$ cat src/rtl/key_debounce_pkg.sv
// Shared definitions for the three-key debouncer: FSM encoding, key indices
// and the default debounce window.
package key_debounce_pkg;

    typedef enum logic [1:0] {
        IDLE         = 2'd0,
        PRESS_WAIT   = 2'd1,
        PRESSED      = 2'd2,
        RELEASE_WAIT = 2'd3
    } state_t;

    localparam int NUM_KEYS    = 3;
    localparam int KEY_RESET   = 0;
    localparam int KEY_START   = 1;
    localparam int KEY_DISPLAY = 2;

    // 200 ms at 50 MHz
    localparam int unsigned DEFAULT_DELAY_TIME = 32'd10_000_000;

endpackage

$ cat src/rtl/key_debounce_chan.sv
// One debounced key: input synchronizer, 32-bit window counter and a
// four-state FSM with registered pulse/level outputs.
module key_debounce_chan
    import key_debounce_pkg::*;
#(
    parameter int unsigned DELAY_TIME  = DEFAULT_DELAY_TIME,
    parameter int          SYNC_STAGES = 2
) (
    input  logic clk,
    input  logic rst,
    input  logic key_n,
    output logic press_pulse,
    output logic release_pulse,
    output logic key_state
);

    localparam logic [31:0] LAST = 32'(DELAY_TIME - 1);

    logic [SYNC_STAGES-1:0] sync;
    logic                   s;
    state_t                 state;
    logic [31:0]            cnt;

    // Reset loads "released" so a held key looks like a fresh press afterwards
    always_ff @(posedge clk) begin
        if (rst) sync <= '1;
        else     sync <= {sync[SYNC_STAGES-2:0], key_n};
    end

    assign s = sync[SYNC_STAGES-1];

    always_ff @(posedge clk) begin
        if (rst) begin
            state         <= IDLE;
            cnt           <= '0;
            press_pulse   <= 1'b0;
            release_pulse <= 1'b0;
            key_state     <= 1'b0;
        end else begin
            press_pulse   <= 1'b0;
            release_pulse <= 1'b0;
            case (state)
                IDLE: begin
                    if (!s) begin
                        state <= PRESS_WAIT;
                        cnt   <= '0;
                    end
                end
                PRESS_WAIT: begin
                    if (s) begin
                        state <= IDLE;
                    end else if (cnt == LAST) begin
                        state       <= PRESSED;
                        press_pulse <= 1'b1;
                        key_state   <= 1'b1;
                    end else begin
                        cnt <= cnt + 32'd1;
                    end
                end
                PRESSED: begin
                    if (s) begin
                        state <= RELEASE_WAIT;
                        cnt   <= '0;
                    end
                end
                RELEASE_WAIT: begin
                    if (!s) begin
                        state <= PRESSED;
                    end else if (cnt == LAST) begin
                        state         <= IDLE;
                        release_pulse <= 1'b1;
                        key_state     <= 1'b0;
                    end else begin
                        cnt <= cnt + 32'd1;
                    end
                end
                default: state <= IDLE;
            endcase
        end
    end

endmodule

$ cat src/rtl/key_debounce.sv
// Three independent debounced push-buttons (reset, start/pause, display/stop).
// Each channel is a self-contained key_debounce_chan.
module key_debounce
    import key_debounce_pkg::*;
#(
    parameter int unsigned DELAY_TIME  = DEFAULT_DELAY_TIME,
    parameter int          SYNC_STAGES = 2
) (
    input  logic                clk,
    input  logic                rst,
    input  logic [NUM_KEYS-1:0] key_n,
    output logic [NUM_KEYS-1:0] press_pulse,
    output logic [NUM_KEYS-1:0] release_pulse,
    output logic [NUM_KEYS-1:0] key_state
);

    for (genvar i = 0; i < NUM_KEYS; i++) begin : g_chan
        key_debounce_chan #(
            .DELAY_TIME  (DELAY_TIME),
            .SYNC_STAGES (SYNC_STAGES)
        ) u_chan (
            .clk           (clk),
            .rst           (rst),
            .key_n         (key_n[i]),
            .press_pulse   (press_pulse[i]),
            .release_pulse (release_pulse[i]),
            .key_state     (key_state[i])
        );
    end

endmodule
$ cat config.mk
export PLATFORM = sky130hd
export DESIGN_NAME = key_debounce
export DESIGN_NICKNAME = d
export VERILOG_FILES = /design/src/rtl/key_debounce_pkg.sv /design/src/rtl/key_debounce_chan.sv /design/src/rtl/key_debounce.sv
export SDC_FILE = /design/constraint.sdc
export NUM_CORES = 1
export LEC_CHECK = 0
export CAP_MARGIN = 25
export CORE_MARGIN = 3
export CORE_UTILIZATION = 65
export DETAILED_ROUTE_END_ITERATION = 6
export PLACE_DENSITY_LB_ADDON = 0.3
export SLEW_MARGIN = 20
export SYNTH_ARGS = -nofsm -noshare
export SYNTH_HDL_FRONTEND = slang
export SYNTH_SLANG_ARGS = --single-unit
export TNS_END_PERCENT = 5
$ cat constraint.sdc
create_clock -name clk -period 5.6 [get_ports clk]
set_clock_uncertainty 0.2 [all_clocks]
set_input_delay 1.12 -clock clk [delete_from_list [all_inputs] [get_ports clk]]
set_output_delay 1.12 -clock clk [all_outputs]
set_load 0.005 [all_outputs]
Word level (Yosys, flattened, before mapping)
Cells that the tools add are included.
{"block": "classes", "muxes": 57, "n_bitwise": 9, "reduce_logical": 21, "addsub": 3, "n_eq_ne": 36}
{"cell": "32-bit two-way mux", "count": 15}
{"cell": "32-bit case mux with 4 select lines", "count": 3}
{"cell": "32-bit by 1-bit adder with 32-bit output (second input constant)", "count": 3}
{"cell": "32-bit by 24-bit == test with 1-bit output (second input constant)", "count": 3}
{"cell": "2-bit two-way mux", "count": 18}
{"cell": "2-bit by 1-bit inequality test with 1-bit output (second input constant)", "count": 12}
{"cell": "2-bit case mux with 4 select lines", "count": 3}
{"cell": "4-bit AND reduction", "count": 6}
{"cell": "3-bit OR reduction", "count": 6}
{"cell": "1-bit two-way mux", "count": 15}
{"cell": "5-bit AND reduction", "count": 3}
{"cell": "2-bit == test (second input constant)", "count": 6}
{"cell": "2-bit inequality test (second input constant)", "count": 6}
{"cell": "3-bit by 1-bit inequality test with 1-bit output (second input constant)", "count": 3}
{"cell": "3-bit inequality test (second input constant)", "count": 3}
{"cell": "1-bit inverter", "count": 9}
{"cell": "2-bit by 1-bit == test with 1-bit output (second input constant)", "count": 3}
{"cell": "2-bit logical NOT", "count": 3}
{"cell": "1-bit case mux with 2 select lines", "count": 3}
{"cell": "2-bit nonzero test", "count": 3}
{"block": "totals", "register_bits": 117}

Logic depth before layout (Yosys ltp)
Gate-level depths: netlist of run 1.
{"block": "logic_depth", "depth_word": 4, "depth_mapped": 9}

Hierarchy
Synthesis of run 1 repeated with hierarchy kept, for this count alone.
{"block": "unflattened", "cells_unflattened": 681, "area_unflattened_um2": 6058.3}
{"module": "key_debounce_chan", "seq_area_each_um2": 780.7, "instances": 3, "area_each_um2": 2019.4, "cells_per_inst": 227}

Least setup slack after synthesis of run 1
No wires, ideal clock.
{"block": "synth_timing", "path_kind": "reg2reg", "from": "register g_chan[0].u_chan.cnt[13]", "to": "register g_chan[0].u_chan.cnt[7]", "required_time_ps": 5330, "path_slack_ps": 3019, "synth_period_minus_slack_ps": 2581, "stages_incl_launch_ff": 10, "arrival_time_ps": 2311, "setup_time_ps": 70, "path_cell_list": "dfxtp_1 buf_6 or4b_1 or4_1 buf_2 o31ai_4 buf_6 buf_6 o31ai_1 a21oi_2"}
{"block": "synth_between", "elab_chain_cells": 4, "word_cells_on_any_way": 5, "cone_classes": "1 x eq/ne; 4 x mux"}
{"item": "start, declared", "line": "key_debounce_chan.sv:22", "source": "logic [31:0] cnt;"}
{"item": "start signal, assigned", "line": "key_debounce_chan.sv:57", "source": "cnt <= cnt + 32'd1;"}
{"item": "start signal, assigned", "line": "key_debounce_chan.sv:74", "source": "cnt <= cnt + 32'd1;"}
{"item": "32-bit by 24-bit == test with 1-bit output *", "line": "key_debounce_chan.sv:52, key_debounce_chan.sv:69"}
{"item": "32-bit two-way mux *"}
{"item": "32-bit two-way mux, on equally long branches"}
{"item": "32-bit case mux with 4 select lines *"}
Mark *: on every way between the ends. The rest lies on a longest branch, timed or not. The select of a mux whose other input is x is not followed.
A chain may end at the register's enable or synchronous reset.

Worst setup path after layout of run 1
{"block": "layout_timing", "from": "register g_chan[0].u_chan.cnt[13]", "to": "register g_chan[0].u_chan.cnt[9]"}
The elaborated chain is that of the path after synthesis.

==> flow_metrics.py, run 1 <==
metrics = {
    "floorplan": {
        "io_pins": 14,
        "initial_utilization": 0.682,
        "die_w_um": 103,
        "core_um2": 8890,
        "dieArea_um2": 10500,
        "rows": 34,
        "dieHeight_um": 103,
    },
    "detailed_routing": {
        "wl_per_cell_um": 17.8,
        "first_iter_violations": 352,
        "routed_wl_um": 14800,
        "via_per_inst": 6.93,
        "drc": 0,
        "via_count": 5743,
        "firstDrtPassIters": 5,
        "postRouteAntennaNets": 0,
    },
    "run": {
        "drv_cap": 0,
    },
    "setup_path": {
        "worstPathArrival_ns": 3.29,
        "required_ns": 5.78,
        "endpoint_kind": "flop",
        "cp-start-kind": "flop",
        "critical_path_class": "reg -> reg",
        "crit_fanout": 19,
        "worstRegToRegCells": 6,
    },
    "timing": {
        "period_share": 0.555,
        "max-slew-margin-rel": 0.398,
        "min_period_ns": 3.11,
        "finalSetupViolCount": 0,
        "worst_pin_slew_ns": 0.896,
        "fin_ws_ns": 2.49,
        "drv_slew": 0,
        "hold_viol_final": 0,
        "rsz0062_at_grt": "no",
        "max_freq_mhz": 322,
        "final.setup.tns_ns": 0,
    },
    "logic_synthesis": {
        "yosys_most_used_dff": "dfxtp_1",
        "syn_nets": 729,
        "ys_seq_area_frac": 0.386,
        "synth_area_per_cell_um2": 8.41,
        "ys_types": 64,
        "synthesis.area_um2": 6070,
        "async_reset_ff_frac": 0,
        "synth_edf_count": 0,
        "synth-seq-cells": 117,
        "syn_inst": 721,
        "yosys_warnings": 0,
    },
    "place": {
        "pre_cts_ws_ns": 2.08,
        "dp_hpwl_um": 9520,
        "io_buffers": 13,
        "gp_congestion": 0.922,
    },
    "layout": {
        "nets": 716,
        "diodes": 0,
        "nFillCells": 621,
        "syn2layout_area_growth_pct": 10.6,
        "drive_gt1_frac": 0.101,
    },
    "worst_hold_path": {
        "hp-class": "reg -> reg",
        "whs_path_depth": 1,
    },
    "global_route": {
        "grt_usage": 0.295,
        "grt_pass1_vias": 5378,
        "grt_start_max_net_pins": 37,
        "grt_overflow": 0,
        "grt_pass1_wl_um": 24900,
        "antenna_found_initial": 0,
    },
    "clocking": {
        "cts_made_buffers": 17,
        "clockBufferDepth": 2,
        "cts_root_buf": "clkbuf_8",
        "cts-resized-gates": 0,
        "insertion_delay_ns": 0.53,
        "cts_tree": "built",
        "cts_setup_buffers": 0,
        "clkTransAtPathRegs_ns": 0.06,
        "cts_hold_buf": 0,
        "cts.sinks": 117,
        "h-tree-depth": 4,
    },
    "power_and_ir_drop": {
        "leakage_uw": 0.00205,
        "ir_drop_mv": 0.370,
        "p_per_area_nw_per_um2": 285,
    },
    "outcome": {
        "status": "finished clean",
    },
}
==> cell usage after synthesis (all sizes together), types with 6 or more instances <==
cell	instances	area (um^2)
and4	11	96.3
inv	11	41.3
xor2	20	175
nand3	46	230
nand2	54	203
buf	18	140
and3	11	68.8
nor4	26	169
or4	43	323
o31ai	34	269
o21ai	21	109
or2	10	62.6
clkbuf	33	124
o211ai	7	52.6
and2	6	37.5
a21oi	53	307
dfxtp	117	2340
nand4	37	231
a31oi	6	37.5
xnor2	10	87.6
nor2	50	188
or3	14	87.6
nor4b	10	87.6
nor3	15	80.1
==> per-stage QoR <==
stage	total power (uW)	cell area, um^2	hold WS (ns)	instances	utilization
CTS	1920	6710	0.213	829	0.754
finish	1910	6710	0.212	829	0.755
floorplan	900	6070	0.189	721	-
detailed placement	916	6150	0.197	797	0.691
global route	1970	6710	0.221	829	0.755
global placement	913	6120	0.192	796	0.689
==> routing by layer <==
| layer | global-route usage | wire length, um | part of all wire |
|---|---|---|---|
| met5 | 0 | 0 | 0 |
| met4 | 0.129 | 421 | 0.028 |
| met3 | 0.0947 | 1040 | 0.070 |
| met2 | 0.492 | 7380 | 0.50 |
| met1 | 0.350 | 5940 | 0.40 |
==> final timing paths <==
kind	slack, ns	end	startpoint
worst min register to register	0.21	g_chan[0].u_chan.sync[1]	g_chan[0].u_chan.sync[0]
worst min-delay path	0.21	g_chan[0].u_chan.sync[1]	g_chan[0].u_chan.sync[0]
worst max register to register	2.49	g_chan[0].u_chan.cnt[9]	g_chan[0].u_chan.cnt[13]
worst max-delay path	2.49	g_chan[0].u_chan.cnt[9]	g_chan[0].u_chan.cnt[13]
==> power by group <==
part | internal, uW | switching, uW | leakage [uW]
registers | 839 | 5.68 | 0.000944
clock network | 602 | 411 | 0.000263
logic | 17.8 | 36.5 | 0.000841
==> layout make-up <==
cell class	count	area (um^2)	share of cell area
Multi-Input combinational cell	542	3450	0.514
Tap cell	108	135	0.0201
Clock buffer	18	428	0.0638
Timing Repair Buffer	19	183	0.0272
Inverter	11	41.3	0.00615
Clock inverter	14	131	0.0196
Sequential cell	117	2340	0.349
==> worst max-delay path: stages (launching register included) <==
cell	delay [ns]
dfxtp_1	0.39
or4b_1	0.57
or4_1	0.71
o31ai_4	0.65
buf_8	0.24
or4_1	0.14
a21oi_2	0.05
==> cell families (layout without fill, tap and decap cells) <==
family	Yosys count	count (layout)	share of synthesized area
buffers and inverters	62	62	0.0503
adders and majority gates	3	3	0.00619
xor gates and xnor gates	30	30	0.0433
AOI/OAI and AO/OA	150	150	0.168
DFF	117	117	0.386
and+or+nand+nor	355	355	0.338
muxes	4	4	0.00722
==> layout by cell type, fill, tap and decap left out, drive strengths merged, types with 7 or more instances in the layout <==
cell type,synthesis,final
dfxtp,117,117
nand2,54,54
a21oi,53,53
nor2,50,50
nand3,46,46
or4,43,43
nand4,37,37
o31ai,34,34
nor4,26,26
o21ai,21,21
xor2,20,20
clkbuf,33,18
nor3,15,15
or3,14,14
clkdlybuf4s50,0,13
inv,11,12
and4,11,11
and3,11,11
xnor2,10,10
nor4b,10,10
or2,10,10
clkinv,0,8
o211ai,7,7
==> state kept, by name, summed over array words and instances, names as in the netlist, named ones only <==
register,cells
g_chan.u_chan.state,3
g_chan.u_chan.sync,6
g_chan.u_chan.release_pulse,3
g_chan.u_chan.cnt,96
g_chan.u_chan.key_state,3
g_chan.u_chan.press_pulse,3
Power figures use the tool's default switching activity.
==> inputs of run 2 (changes only) <==
CORE_UTILIZATION = 56   (was 65)
clock period = 2.8 ns   (was 5.6 ns; I/O delays follow)
==> flow_metrics.py, run 2 (same netlist as run 1, synthesis figures left out) <==
metrics = {
    "setup_path": {
        "critical_path_class": "reg -> reg",
        "endpoint_kind": "flop",
        "crit_start": "g_chan[0].u_chan.cnt[14]",
        "path_cells": "or4b_1 > or4_1 > nor3_2 > buf_4 > nor4b_1",
        "critPathMaxStageDelay_ns": 0.71,
        "rr_startpoint": "g_chan[0].u_chan.cnt[14]",
        "required_ns": 3.02,
        "crit_family": "simple AND/OR/NAND/NOR gates",
        "r2r-end": "g_chan[0].u_chan.press_pulse",
        "cp-start-kind": "flop",
        "worstRegToRegCells": 5,
        "crit_buf_inv": 1,
        "crit_slowest_cell": "or4_1",
        "worstPathArrival_ns": 2.87,
        "rrSetupSlack_ns": 0.14,
        "crit_fanout": 7,
    },
    "clocking": {
        "cts_tree": "built",
        "cts_root_buf": "clkbuf_8",
        "clockBufferDepth": 2,
        "insertion_delay_ns": 0.53,
        "cts_made_buffers": 17,
        "clkTransAtPathRegs_ns": 0.06,
        "cts.sinks": 117,
        "cts_setup_buffers": 0,
        "h-tree-depth": 4,
        "cts_hold_buf": 0,
    },
    "detailed_routing": {
        "via_per_inst": 6.49,
        "first_iter_violations": 522,
        "drc": 0,
        "routed_wl_um": 14700,
        "firstDrtPassIters": 5,
        "via_count": 5709,
        "postRouteAntennaNets": 0,
        "wl_per_cell_um": 16.7,
    },
    "place": {
        "dp_hpwl_um": 9900,
        "io_buffers": 13,
        "gp_congestion": 0.902,
        "dp_cells": 847,
    },
    "layout": {
        "drive_gt1_frac": 0.127,
        "largest_register_ffs": 96,
        "nFillCells": 857,
        "top_register": "g_chan.u_chan.cnt",
        "nets": 738,
        "final_cells": 879,
        "reg_top3": "g_chan.u_chan.cnt x96, g_chan.u_chan.sync x6",
        "syn2layout_area_growth_pct": 14.1,
        "multi_input_area_um2": 3440,
        "final_common_cell": "dfxtp_1",
        "regArea_um2": 2340,
        "diodes": 0,
        "mostFrequentLayoutCells": "dfxtp_1, nand2_1, nor2_1",
    },
    "worst_hold_path": {
        "worstHoldEndpoint": "g_chan[1].u_chan.sync[1]",
        "hp-class": "reg -> reg",
        "hp-start": "g_chan[1].u_chan.sync[0]",
        "whs_path_depth": 1,
    },
    "timing": {
        "max_freq_mhz": 376,
        "rsz0062_at_grt": "no",
        "drv_slew": 0,
        "worst_pin_slew_ns": 0.833,
        "finalSetupViolCount": 0,
        "hold_viol_final": 0,
        "period_share": 0.949,
        "final.setup.tns_ns": 0,
        "max-slew-margin-rel": 0.443,
        "min_period_ns": 2.66,
    },
    "global_route": {
        "grt_start_max_net_pins": 30,
        "grt_usage": 0.257,
        "grt_pass1_wl_um": 24900,
        "grt_pass1_vias": 5289,
        "grt_overflow": 0,
        "antenna_found_initial": 0,
    },
    "power_and_ir_drop": {
        "clkPwrFrac": 0.537,
        "power.switching_uw": 838,
        "leakage_uw": 0.00219,
        "internal_power_uw": 3070,
        "switching_share": 0.215,
        "pwr-share-seq": 0.432,
        "p_comb_frac": 0.031,
        "p_per_area_nw_per_um2": 564,
        "ir_drop_mv": 0.494,
    },
    "floorplan": {
        "rows": 37,
        "dieArea_um2": 12100,
        "initial_utilization": 0.582,
        "core_um2": 10400,
        "dieHeight_um": 110,
        "die_w_um": 110,
        "io_pins": 14,
    },
    "run": {
        "drv_cap": 0,
    },
    "outcome": {
        "status": "finished clean",
    },
}
[run 2: cell types whose count changed in the layout (fill, tap and decap cells not counted), moves of 3 or more]
| cell | change |
|---|---|
| buf_4 | +22 |
| clkinv_4 | -6 |
| clkinv_2 | +5 |
| clkbuf_8 | +3 |
| clkinvlp_4 | -3 |
[run 2: what timing repair did]
item / CTS / global route
endpoints found under the hold margin: 0 / 0
gates resized for setup: 0 / 1
setup endpoints to repair: 0 / 2
[run 2: power groups by stage]
| stage | Clock [uW] | Sequential, uW | Combinational [uW] |
|---|---|---|---|
| after global routing | 2200 | 1690 | 133 |
| after CTS | 2120 | 1690 | 121 |
| after floorplan | 0 | 1720 | 81.2 |
| after detailed placement | 0 | 1720 | 120 |
| after global placement | 0 | 1720 | 117 |
| final | 2100 | 1690 | 120 |
[run 2: stage by stage]
stage          power [uW]  utilization  setup slack, ns  area [um^2]  hold WS (ns)
6_report             3910        0.665            0.144         6920         0.209
5_1_grt              4020        0.665           0.0259         6920         0.221
2_1_floorplan        1800            -            0.219         6070         0.189
3_5_place_dp         1840        0.609            0.176         6340         0.198
4_1_cts              3930        0.664            0.110         6920         0.210
3_3_place_gp         1840        0.609            0.225         6340         0.198
[run 2: worst max path at each step]
stage          slack (ns)  cells past startpoint                           end
6_report             0.14                      5  g_chan[0].u_chan.press_pulse
5_1_grt              0.03                      7      g_chan[1].u_chan.cnt[15]
4_1_cts              0.11                      5      g_chan[0].u_chan.cnt[28]
3_5_place_dp         0.18                      5  g_chan[0].u_chan.press_pulse
3_3_place_gp         0.22                      5      g_chan[0].u_chan.cnt[28]
2_1_floorplan        0.22                      9       g_chan[0].u_chan.cnt[7]
[run 2: layer usage]
layer / share of wire / GRT usage
met4: 0.017 / 0.0944
met5: 0 / 0
met1: 0.45 / 0.338
met2: 0.47 / 0.408
met3: 0.055 / 0.0664
[run 2: final cells by class]
class	instances	area share
clock buffer	22	0.0683
clock inverter	10	0.0148
inverter	11	0.00596
multi-input combinational	542	0.497
sequential	117	0.338
tap	136	0.0246
timing repair buffer	41	0.0510
==> inputs of run 3 (changes only) <==
CELL_PAD_IN_SITES_DETAIL_PLACEMENT = 2   (was not set)
CELL_PAD_IN_SITES_GLOBAL_PLACEMENT = 2   (was not set)
CORE_UTILIZATION = 35   (was 56)
==> flow_metrics.py, run 3 (same netlist as run 1, synthesis figures left out) <==
metrics = {
    "setup_path": {
        "worstPathArrival_ns": 2.85,
        "path_cells": "or4b_1 > or4_1 > o31ai_4 > buf_12 > o41ai_1 > a21oi_2",
        "critical_path_class": "reg -> reg",
        "rr_startpoint": "g_chan[0].u_chan.cnt[15]",
        "crit_family": "simple AND/OR/NAND/NOR gates",
        "crit_buf_inv": 1,
        "crit_fanout": 35,
        "critPathMaxStageDelay_ns": 0.70,
        "rrSetupSlack_ns": 0.09,
        "crit_slowest_cell": "or4_1",
        "r2r-end": "g_chan[0].u_chan.cnt[15]",
        "worstRegToRegCells": 6,
        "endpoint_kind": "flop",
        "cp-start-kind": "flop",
        "required_ns": 2.94,
    },
    "worst_hold_path": {
        "hp-start": "g_chan[2].u_chan.sync[0]",
        "worstHoldEndpoint": "g_chan[2].u_chan.sync[1]",
        "whs_path_depth": 1,
        "hp-class": "reg -> reg",
    },
    "timing": {
        "drv_slew": 0,
        "final.setup.tns_ns": 0,
        "max-slew-margin-rel": 0.442,
        "hold_viol_final": 0,
        "worst_pin_slew_ns": 0.837,
        "finalSetupViolCount": 0,
        "max_freq_mhz": 369,
        "rsz0062_at_grt": "no",
        "period_share": 0.967,
        "min_period_ns": 2.71,
    },
    "global_route": {
        "antenna_found_initial": 0,
        "grt_start_max_net_pins": 36,
        "grt_pass1_wl_um": 33200,
        "grt_usage": 0.221,
        "grt_overflow": 0,
        "grt_pass1_vias": 6307,
    },
    "power_and_ir_drop": {
        "p_per_area_nw_per_um2": 589,
        "power.switching_uw": 960,
        "switching_share": 0.228,
        "internal_power_uw": 3240,
        "leakage_uw": 0.00224,
        "pwr-share-seq": 0.402,
        "clkPwrFrac": 0.567,
        "ir_drop_mv": 0.513,
        "p_comb_frac": 0.031,
    },
    "layout": {
        "final_cells": 970,
        "multi_input_area_um2": 3440,
        "drive_gt1_frac": 0.136,
        "syn2layout_area_growth_pct": 17.6,
        "nFillCells": 1881,
        "final_common_cell": "dfxtp_1",
        "reg_top3": "g_chan.u_chan.cnt x96, g_chan.u_chan.sync x6",
        "nets": 745,
        "largest_register_ffs": 96,
        "utilization": 0.426,
        "mostFrequentLayoutCells": "dfxtp_1, nand2_1, nor2_1",
        "top_register": "g_chan.u_chan.cnt",
        "diodes": 0,
        "final_cell_area_um2": 7140,
        "regArea_um2": 2340,
    },
    "detailed_routing": {
        "via_count": 5842,
        "firstDrtPassIters": 6,
        "via_per_inst": 6.02,
        "routed_wl_um": 19900,
        "drc": 0,
        "first_iter_violations": 317,
        "postRouteAntennaNets": 0,
        "wl_per_cell_um": 20.5,
    },
    "floorplan": {
        "die_w_um": 138,
        "dieArea_um2": 18900,
        "initial_utilization": 0.362,
        "rows": 47,
        "dieHeight_um": 138,
        "core_um2": 16800,
        "io_pins": 14,
    },
    "clocking": {
        "cts-resized-gates": 0,
        "cts_hold_buf": 0,
        "cts_made_buffers": 17,
        "cts_tree": "built",
        "cts_setup_buffers": 0,
        "insertion_delay_ns": 0.42,
        "clockBufferDepth": 2,
        "h-tree-depth": 4,
        "cts.sinks": 117,
        "cts_root_buf": "clkbuf_16",
        "clkTransAtPathRegs_ns": 0.06,
    },
    "place": {
        "dp_hpwl_um": 13300,
        "place_area_um2": 6500,
        "dp_cells": 938,
        "gp_congestion": 0.845,
        "io_buffers": 13,
    },
    "outcome": {
        "status": "finished clean",
    },
    "run": {
        "drv_cap": 0,
    },
}
-- run 3: power by group through the flow --
stage                     sequential (uW)  clock (uW)  combinational [uW]
after floorplan                      1720           0                81.2
after global placement               1730           0                 124
after detailed placement             1730           0                 128
after CTS                            1690        2420                 130
after global routing                 1690        2520                 142
final                                1690        2380                 129
-- run 3: how the worst max path moves through the flow --
| stage | startpoint | to | slack [ns] | cells after the start |
|---|---|---|---|---|
| global placement | g_chan[0].u_chan.cnt[7] | g_chan[0].u_chan.cnt[17] | 0.25 | 6 |
| CTS | g_chan[0].u_chan.cnt[7] | g_chan[0].u_chan.cnt[15] | 0.09 | 6 |
| finish | g_chan[0].u_chan.cnt[15] | g_chan[0].u_chan.cnt[15] | 0.09 | 6 |
| detailed placement | g_chan[0].u_chan.cnt[7] | g_chan[0].u_chan.cnt[15] | 0.15 | 6 |
| global route | g_chan[0].u_chan.cnt[7] | g_chan[0].u_chan.cnt[15] | 0.004 | 6 |
| floorplan | g_chan[0].u_chan.cnt[13] | g_chan[0].u_chan.cnt[7] | 0.22 | 9 |
-- run 3: routing by layer --
metal  up-vias  track usage  part of all wire  wire [um]
met2        55        0.392              0.52      10300
met3        23       0.0431             0.018        362
met4         0       0.0665             0.014        288
li1       2786            -                 -          -
met1      2978        0.270              0.45       8960
met5         -            0                 0          0
-- run 3: worst register-to-register path, stage by stage (launching register included) --
cell and delay, ns:
dfxtp_1 0.43, or4b_1 0.46, or4_1 0.70, o31ai_4 0.28, buf_12 0.23, o41ai_1 0.16
a21oi_2 0.17
-- run 3: layout make-up --
class	instances	share of cell area
inverter	11	0.00579
tap	220	0.0386
clock inverter	14	0.0281
multi-input combinational	542	0.482
sequential	117	0.328
clock buffer	18	0.0615
timing repair buffer	48	0.0561
-- run 3: stage by stage --
stage | total power (uW) | setup slack (ns) | hold WS [ns]
final | 4200 | 0.0914 | 0.219
after global routing | 4350 | 0.00398 | 0.235
after CTS | 4250 | 0.0875 | 0.220
after detailed placement | 1860 | 0.151 | 0.201
after global placement | 1850 | 0.251 | 0.201
after floorplan | 1800 | 0.219 | 0.189
